===== src/rtl/mips_cpu_pkg.sv =====
// Shared MIPS CPU definitions: ALU operation codes (common with decoder/ALU)
// and the HI/LO unit state encoding.
package mips_cpu_pkg;

    typedef enum logic [4:0] {
        AluMul  = 5'd2,
        AluDiv  = 5'd3,
        AluMulu = 5'd22,
        AluDivu = 5'd23,
        AluMthi = 5'd24,
        AluMtlo = 5'd25
    } alu_op_e;

    typedef enum logic [1:0] {
        StIdle,
        StDiv,
        StFix
    } hilo_state_e;

endpackage


===== src/rtl/mips_cpu_hilo_muldiv_if.sv =====
// Datapath <-> HI/LO unit signal bundle. The datapath drives the master side.
interface mips_cpu_hilo_muldiv_if;

    logic        instr_valid;
    logic        spc_reg_write_en;
    logic [4:0]  alu_op;
    logic [31:0] src_a;
    logic [31:0] src_b;
    logic [31:0] hi;
    logic [31:0] lo;
    logic        busy;

    modport master (
        output instr_valid, spc_reg_write_en, alu_op, src_a, src_b,
        input  hi, lo, busy
    );

    modport slave (
        input  instr_valid, spc_reg_write_en, alu_op, src_a, src_b,
        output hi, lo, busy
    );

endinterface


===== src/rtl/mips_cpu_divider_core.sv =====
// Unsigned restoring divider: one quotient bit per cycle, MSB first.
// o_done is high during the final iteration cycle.
module mips_cpu_divider_core #(
    parameter int unsigned DIV_CYCLES = 32
) (
    input  logic        i_clk,
    input  logic        i_reset,
    input  logic        i_start,
    input  logic [31:0] i_dividend,
    input  logic [31:0] i_divisor,
    output logic        o_done,
    output logic [31:0] o_quotient,
    output logic [31:0] o_remainder
);

    logic [31:0] r_rem;
    logic [31:0] r_quo;
    logic [31:0] r_div;
    logic [4:0]  r_cnt;
    logic        r_active;
    logic [32:0] w_shift;
    logic [32:0] w_diff;
    logic        w_last;

    assign w_shift = {r_rem, r_quo[31]};
    assign w_diff  = w_shift - {1'b0, r_div};
    assign w_last  = (r_cnt == 5'(DIV_CYCLES - 1));

    // A restored remainder is always below the divisor, so 32 bits hold it.
    always_ff @(posedge i_clk or posedge i_reset) begin
        if (i_reset) begin
            r_rem    <= '0;
            r_quo    <= '0;
            r_div    <= '0;
            r_cnt    <= '0;
            r_active <= 1'b0;
        end else if (i_start) begin
            r_rem    <= '0;
            r_quo    <= i_dividend;
            r_div    <= i_divisor;
            r_cnt    <= '0;
            r_active <= 1'b1;
        end else if (r_active) begin
            r_cnt <= r_cnt + 5'd1;
            if (w_last) begin
                r_active <= 1'b0;
            end
            if (w_diff[32]) begin
                r_rem <= w_shift[31:0];
                r_quo <= {r_quo[30:0], 1'b0};
            end else begin
                r_rem <= w_diff[31:0];
                r_quo <= {r_quo[30:0], 1'b1};
            end
        end
    end

    assign o_done      = r_active & w_last;
    assign o_quotient  = r_quo;
    assign o_remainder = r_rem;

endmodule


===== src/rtl/mips_cpu_hilo_muldiv.sv =====
// HI/LO special-register unit: single-cycle MULT/MULTU, MTHI/MTLO, and a
// 33-cycle iterative DIV/DIVU with a Busy stall to the datapath.
module mips_cpu_hilo_muldiv
    import mips_cpu_pkg::*;
#(
    parameter int unsigned DIV_CYCLES = 32
) (
    input  logic                  i_clk,
    input  logic                  i_reset,
    mips_cpu_hilo_muldiv_if.slave bus
);

    hilo_state_e r_state, w_state_d;
    logic        r_busy;
    logic [31:0] r_hi, r_lo;
    logic        r_q_neg, r_r_neg, r_div_zero;

    logic        w_issue, w_is_div, w_signed, w_start, w_done;
    logic [4:0]  w_op;
    logic [63:0] w_ext_a, w_ext_b, w_prod;
    logic [31:0] w_mag_a, w_mag_b;
    logic [31:0] w_quo, w_rem, w_quo_fix, w_rem_fix;

    assign w_op     = bus.alu_op;
    assign w_issue  = bus.instr_valid & bus.spc_reg_write_en & ~r_busy;
    assign w_is_div = (w_op == AluDiv) || (w_op == AluDivu);
    assign w_signed = (w_op == AluMul) || (w_op == AluDiv);

    // Low 64 bits of the extended product give both signed and unsigned results.
    assign w_ext_a = {{32{w_signed & bus.src_a[31]}}, bus.src_a};
    assign w_ext_b = {{32{w_signed & bus.src_b[31]}}, bus.src_b};
    assign w_prod  = w_ext_a * w_ext_b;

    assign w_mag_a = (w_signed & bus.src_a[31]) ? -bus.src_a : bus.src_a;
    assign w_mag_b = (w_signed & bus.src_b[31]) ? -bus.src_b : bus.src_b;

    mips_cpu_divider_core #(
        .DIV_CYCLES (DIV_CYCLES)
    ) u_divider_core (
        .i_clk       (i_clk),
        .i_reset     (i_reset),
        .i_start     (w_start),
        .i_dividend  (w_mag_a),
        .i_divisor   (w_mag_b),
        .o_done      (w_done),
        .o_quotient  (w_quo),
        .o_remainder (w_rem)
    );

    // On divide-by-zero the core returns |SrcA| as remainder; negating it when
    // SrcA was negative reproduces SrcA exactly, so Hi always equals SrcA.
    assign w_quo_fix = r_div_zero ? 32'hFFFF_FFFF : (r_q_neg ? -w_quo : w_quo);
    assign w_rem_fix = r_r_neg ? -w_rem : w_rem;

    always_comb begin
        w_state_d = r_state;
        w_start   = 1'b0;
        unique case (r_state)
            StIdle: begin
                if (w_issue && w_is_div) begin
                    w_start   = 1'b1;
                    w_state_d = StDiv;
                end
            end
            StDiv:   if (w_done) w_state_d = StFix;
            StFix:   w_state_d = StIdle;
            default: w_state_d = StIdle;
        endcase
    end

    always_ff @(posedge i_clk or posedge i_reset) begin
        if (i_reset) begin
            r_state    <= StIdle;
            r_busy     <= 1'b0;
            r_q_neg    <= 1'b0;
            r_r_neg    <= 1'b0;
            r_div_zero <= 1'b0;
        end else begin
            r_state <= w_state_d;
            r_busy  <= (w_state_d != StIdle);
            if (w_start) begin
                r_q_neg    <= w_signed & (bus.src_a[31] ^ bus.src_b[31]);
                r_r_neg    <= w_signed & bus.src_a[31];
                r_div_zero <= (bus.src_b == 32'd0);
            end
        end
    end

    always_ff @(posedge i_clk or posedge i_reset) begin
        if (i_reset) begin
            r_hi <= '0;
            r_lo <= '0;
        end else if (r_state == StFix) begin
            r_hi <= w_rem_fix;
            r_lo <= w_quo_fix;
        end else if (w_issue) begin
            case (w_op)
                AluMul, AluMulu: {r_hi, r_lo} <= w_prod;
                AluMthi:         r_hi <= bus.src_a;
                AluMtlo:         r_lo <= bus.src_a;
                default:         ;
            endcase
        end
    end

    assign bus.hi   = r_hi;
    assign bus.lo   = r_lo;
    assign bus.busy = r_busy;

endmodule


===== src/flat_wrapper.sv =====
// flat-port wrapper written by rule: the top's interface ports become plain ports
module mips_cpu_hilo_muldiv_flat import mips_cpu_pkg::*;
#(
    parameter int unsigned DIV_CYCLES = 32
)
  (i_clk, i_reset, bus_instr_valid, bus_spc_reg_write_en, bus_alu_op, bus_src_a, bus_src_b, bus_hi, bus_lo, bus_busy);
  mips_cpu_hilo_muldiv_if bus_i ();
  input  logic i_clk;
  input  logic i_reset;
  input wire logic [$bits(bus_i.instr_valid)-1:0] bus_instr_valid;
  input wire logic [$bits(bus_i.spc_reg_write_en)-1:0] bus_spc_reg_write_en;
  input wire logic [$bits(bus_i.alu_op)-1:0] bus_alu_op;
  input wire logic [$bits(bus_i.src_a)-1:0] bus_src_a;
  input wire logic [$bits(bus_i.src_b)-1:0] bus_src_b;
  output wire logic [$bits(bus_i.hi)-1:0] bus_hi;
  output wire logic [$bits(bus_i.lo)-1:0] bus_lo;
  output wire logic [$bits(bus_i.busy)-1:0] bus_busy;
  assign bus_i.instr_valid = bus_instr_valid;
  assign bus_i.spc_reg_write_en = bus_spc_reg_write_en;
  assign bus_i.alu_op = bus_alu_op;
  assign bus_i.src_a = bus_src_a;
  assign bus_i.src_b = bus_src_b;
  assign bus_hi = bus_i.hi;
  assign bus_lo = bus_i.lo;
  assign bus_busy = bus_i.busy;
  mips_cpu_hilo_muldiv #(.DIV_CYCLES(DIV_CYCLES)) u_core (.i_clk(i_clk), .i_reset(i_reset), .bus(bus_i));
endmodule

===== config.mk =====
export PLATFORM = sky130hd
export DESIGN_NAME = mips_cpu_hilo_muldiv_flat
export DESIGN_NICKNAME = d
export VERILOG_FILES = /design/src/rtl/mips_cpu_pkg.sv /design/src/rtl/mips_cpu_hilo_muldiv_if.sv /design/src/rtl/mips_cpu_divider_core.sv /design/src/rtl/mips_cpu_hilo_muldiv.sv /design/src/flat_wrapper.sv
export SDC_FILE = /design/constraint.sdc
export NUM_CORES = 2
export LEC_CHECK = 0
export BUFFER_PORTS_ARGS = -buffer_cell sky130_fd_sc_hd__buf_2
export CAP_MARGIN = 40
export CELL_PAD_IN_SITES_DETAIL_PLACEMENT = 1
export CELL_PAD_IN_SITES_GLOBAL_PLACEMENT = 2
export CORE_MARGIN = 8
export CORE_UTILIZATION = 42
export DETAILED_ROUTE_END_ITERATION = 12
export PLACE_DENSITY_LB_ADDON = 0.12
export SKIP_LAST_GASP = 1
export SLEW_MARGIN = 15
export SYNTH_ARGS = -nofsm -noshare
export SYNTH_HDL_FRONTEND = slang
export SYNTH_SLANG_ARGS = --single-unit

===== constraint.sdc =====
create_clock -name i_clk -period 6.8 [get_ports i_clk]
set_input_delay 1.02 -clock i_clk [delete_from_list [all_inputs] [get_ports i_clk]]
set_output_delay 1.02 -clock i_clk [all_outputs]
set_load 0.1 [all_outputs]

==> flow_summary.toml <==
[grt]
grt_use_met3_pct = 3.33
grt_busiest_layer = "met2"
grt_pass1_vias = 47600
grt_usage_pct = 29.7
antenna_found_initial = 12
met2_usage_pct = 50.4
grt_max_degree = 94
grt_overflow = 0
grt_pass1_wl_mm = 299
grtUsageMet1_pct = 40.7

[timing]
fin_crit_sh_pct = 123
finalSetupViolations = 47
setup_slack_ns = -1.54
slew_headroom_pct = 44.8
timing.fmax_mhz = 120
setup_tns_ns = -48.79
worst_pin_slew_ns = 0.828
period_needed_ns = 8.34
rsz0062_at_grt = "true"
report.final.slew_viol_count = 0
finalHoldViolCount = 0
clock_skew_ns = 0.0138

[clocking]
cts_sinks = 172
cts-root-buf = "clkbuf_16"
cts_tree = "done"
clk_latency_ns = 0.46
htree_levels = 4
cts_max_path_buffers = 2
cts.reportedPaths.clkPinSlew_ns = 0.07
ctsHoldBuffers = 0
cts_buffers = 17

[floorplanning]
ios = 138
core_um2 = 120000
start_util_pct = 42.3
dieArea_um2 = 132000
die_y_um = 363
dieWidth_um = 363
rows = 127

[detailed_routing]
viasPerCell = 5.36
drc = 0
via_count = 42800
ant_nets = 0
drtIter0Drc = 2804
wl_per_cell_um = 24.8
wirelength_mm = 198
dr.pass1.iters = 6

[critical_path]
crit_path_max_fanout = 7
crit_top_cell = "fa_1"
slowest_stage = "fa_2"
reg2reg_to = "u_core.u_divider_core.o_remainder[17]"
cp-startpoint = "bus_alu_op[2]"
critPathMaxStageDelay_ns = 0.60
setup.worst_path.end = "u_core.bus.hi[28]"
crit_type = "in -> reg"
cp_data_arrival_time_ns = 8.69
worstReg2RegStart = "u_core.u_divider_core.o_quotient[31]"
cp.depth = 27
reg2reg_slack_ns = 2.22
required_ns = 7.16
ff2ff_path_depth = 15
path_delay_family = "adder cells"
crit_buf_inv = 7
end_kind = "flop"
start_kind = "primary input"

[logic_synthesis]
synth_ff_type = "dfrtp_1"
ys_warn_count = 0
synth_area_leader_cell = "fa_1"
synth_area_leaders = "fa_1 44%, inv_1 8.8%, dfrtp_1 8.5%"
synthArstFlopShare_pct = 100
synth_seq_cells = 172
netlist.area_leader.share_pct = 44.5
synthTopCellsByCount = "1,194 x inv_1, 1,126 x fa_1, 944 x nand2_1"
yosysUniqueCellTypes = 86
netlist_instances = 5813
netlist_area_um2 = 50700
ys_seq_area_share_pct = 8.49
synth-edff-count = 0
syn_avg_cell_area_um2 = 8.72
post-synth-top-count-cell = "inv_1"
synth_nets = 7263

[cells_and_area]
fillers = 13900
area_growth_pct = 22.3
nNetsFinal = 7813
drive_above_1_share_pct = 20.7

[outcome]
violations = "negative setup slack"
status = "complete, but fails checks"

[run]
drv_cap = 0

[placed_design]
pre_cts_ws_ns = -2.43
io_buffers = 137
hpwlAfterDp_mm = 162
globalplace.congestion = 0.895

[worst_hold_path]
hold_class = "reg -> reg"
[routing by layer]
layer	up-vias	share of wire, %
met4	8	3.1
met1	22900	44
met5	-	0.031
li1	18600	-
met3	217	5.0
met2	1052	48
[worst min-delay path by stage]
stage / slack [ns] / from / depth (start not counted) / endpoint
floorplan: 0.45 / u_core.u_divider_core.r_div[10] / 2 / u_core.u_divider_core.r_div[10]
global placement: 0.46 / u_core.bus.lo[10] / 1 / u_core.bus.lo[10]
detailed placement: 0.47 / u_core.bus.lo[10] / 1 / u_core.bus.lo[10]
CTS: 0.48 / u_core.bus.lo[10] / 1 / u_core.bus.lo[10]
global route: 0.50 / u_core.u_divider_core.r_div[24] / 2 / u_core.u_divider_core.r_div[24]
finish: 0.48 / u_core.u_divider_core.r_div[24] / 2 / u_core.u_divider_core.r_div[24]
[sequential cells by signal (all words and copies together) (netlist names)]
name and cells:
u_core.bus.hi 32, u_core.bus.lo 32, u_core.u_divider_core.o_quotient 32, u_core.u_divider_core.o_remainder 32, u_core.u_divider_core.r_div 32, u_core.u_divider_core.r_cnt 5
u_core.r_state 2, u_core.bus.busy 1, u_core.r_div_zero 1, u_core.r_q_neg 1, u_core.r_r_neg 1, u_core.u_divider_core.r_active 1
[cell usage in the layout (no fill, tap or decap), types with 15 or more instances in the layout]
master	instances
inv_1	1150
fa_1	1088
nand2_1	916
buf_4	634
and2_1	293
ha_1	218
nor2_1	200
dfrtp_1	171
a21oi_1	163
o21ai_0	145
xnor2_1	121
buf_2	96
buf_12	71
buf_6	70
xor2_1	67
mux2i_1	58
a21o_1	45
nand3_1	40
nor3_1	40
a21oi_2	39
inv_2	38
fa_2	38
ha_4	33
o31ai_1	31
nand2b_1	29
o21ai_1	24
nand4_1	21
a31oi_1	21
clkbuf_16	21
and3_1	20
buf_8	19
o211ai_1	18
or3_1	17
nand2_2	17
nand2_4	16
nor2b_1	15
[what timing repair did]
| item | in CTS | in global routing |
|---|---|---|
| gates cloned | 2 | 4 |
| buffers inserted | 65 | 58 |
| pin swaps | 174 | 162 |
| gates resized for setup | 349 | 202 |
| endpoints found under the setup margin | 53 | 53 |
[area by class of cell]
class                           count  area (um^2)  area share (%)
Sequential cell                   172         4310            6.95
Tap cell                         1612         2020            3.25
Multi-Input combinational cell   4075        42400            68.5
Antenna cell                        5         12.5          0.0202
Clock buffer                       18          439           0.709
Timing Repair Buffer              903         8070            13.0
Clock inverter                     14          193           0.311
Inverter                         1194         4510            7.27
[per-stage QoR]
step,util (%),cells,instance area [um^2],hold slack [ns]
2_1_floorplan,-,5813,51500,0.450
3_3_place_gp,48.2,7834,57800,0.456
3_5_place_dp,48.3,7839,57900,0.467
4_1_cts,50.6,7936,60600,0.483
5_1_grt,51.7,7990,62000,0.496
6_report,51.7,7993,62000,0.477
[cells by family after synthesis]
logic type                 count (synthesis)  synth area share (%)
adders and majority gates               1377                  50.7
muxes                                     60                  1.19
AOI/OAI and AO/OA                        689                  8.62
xor gates and xnor gates                 213                  3.72
DFF                                      172                  8.49
buffers and inverters                   1566                  11.7
and+or+nand+nor                         1736                  15.6
[worst register-to-register path, delay by kind of cell (launching register included)]
kind / cells / cell delay, ns
AND/OR/NAND/NOR: 4 / 1.06
adder cells (fa/ha/maj): 2 / 0.62
buffers and inverters: 3 / 0.68
AO/OA/AOI/OAI: 5 / 1.47
flip-flops: 1 / 0.47
XOR/XNOR: 1 / 0.16
Power is left out: the tool's default activity adds up to more than one toggle a clock period on the data nets, which glitch-free logic cannot reach.
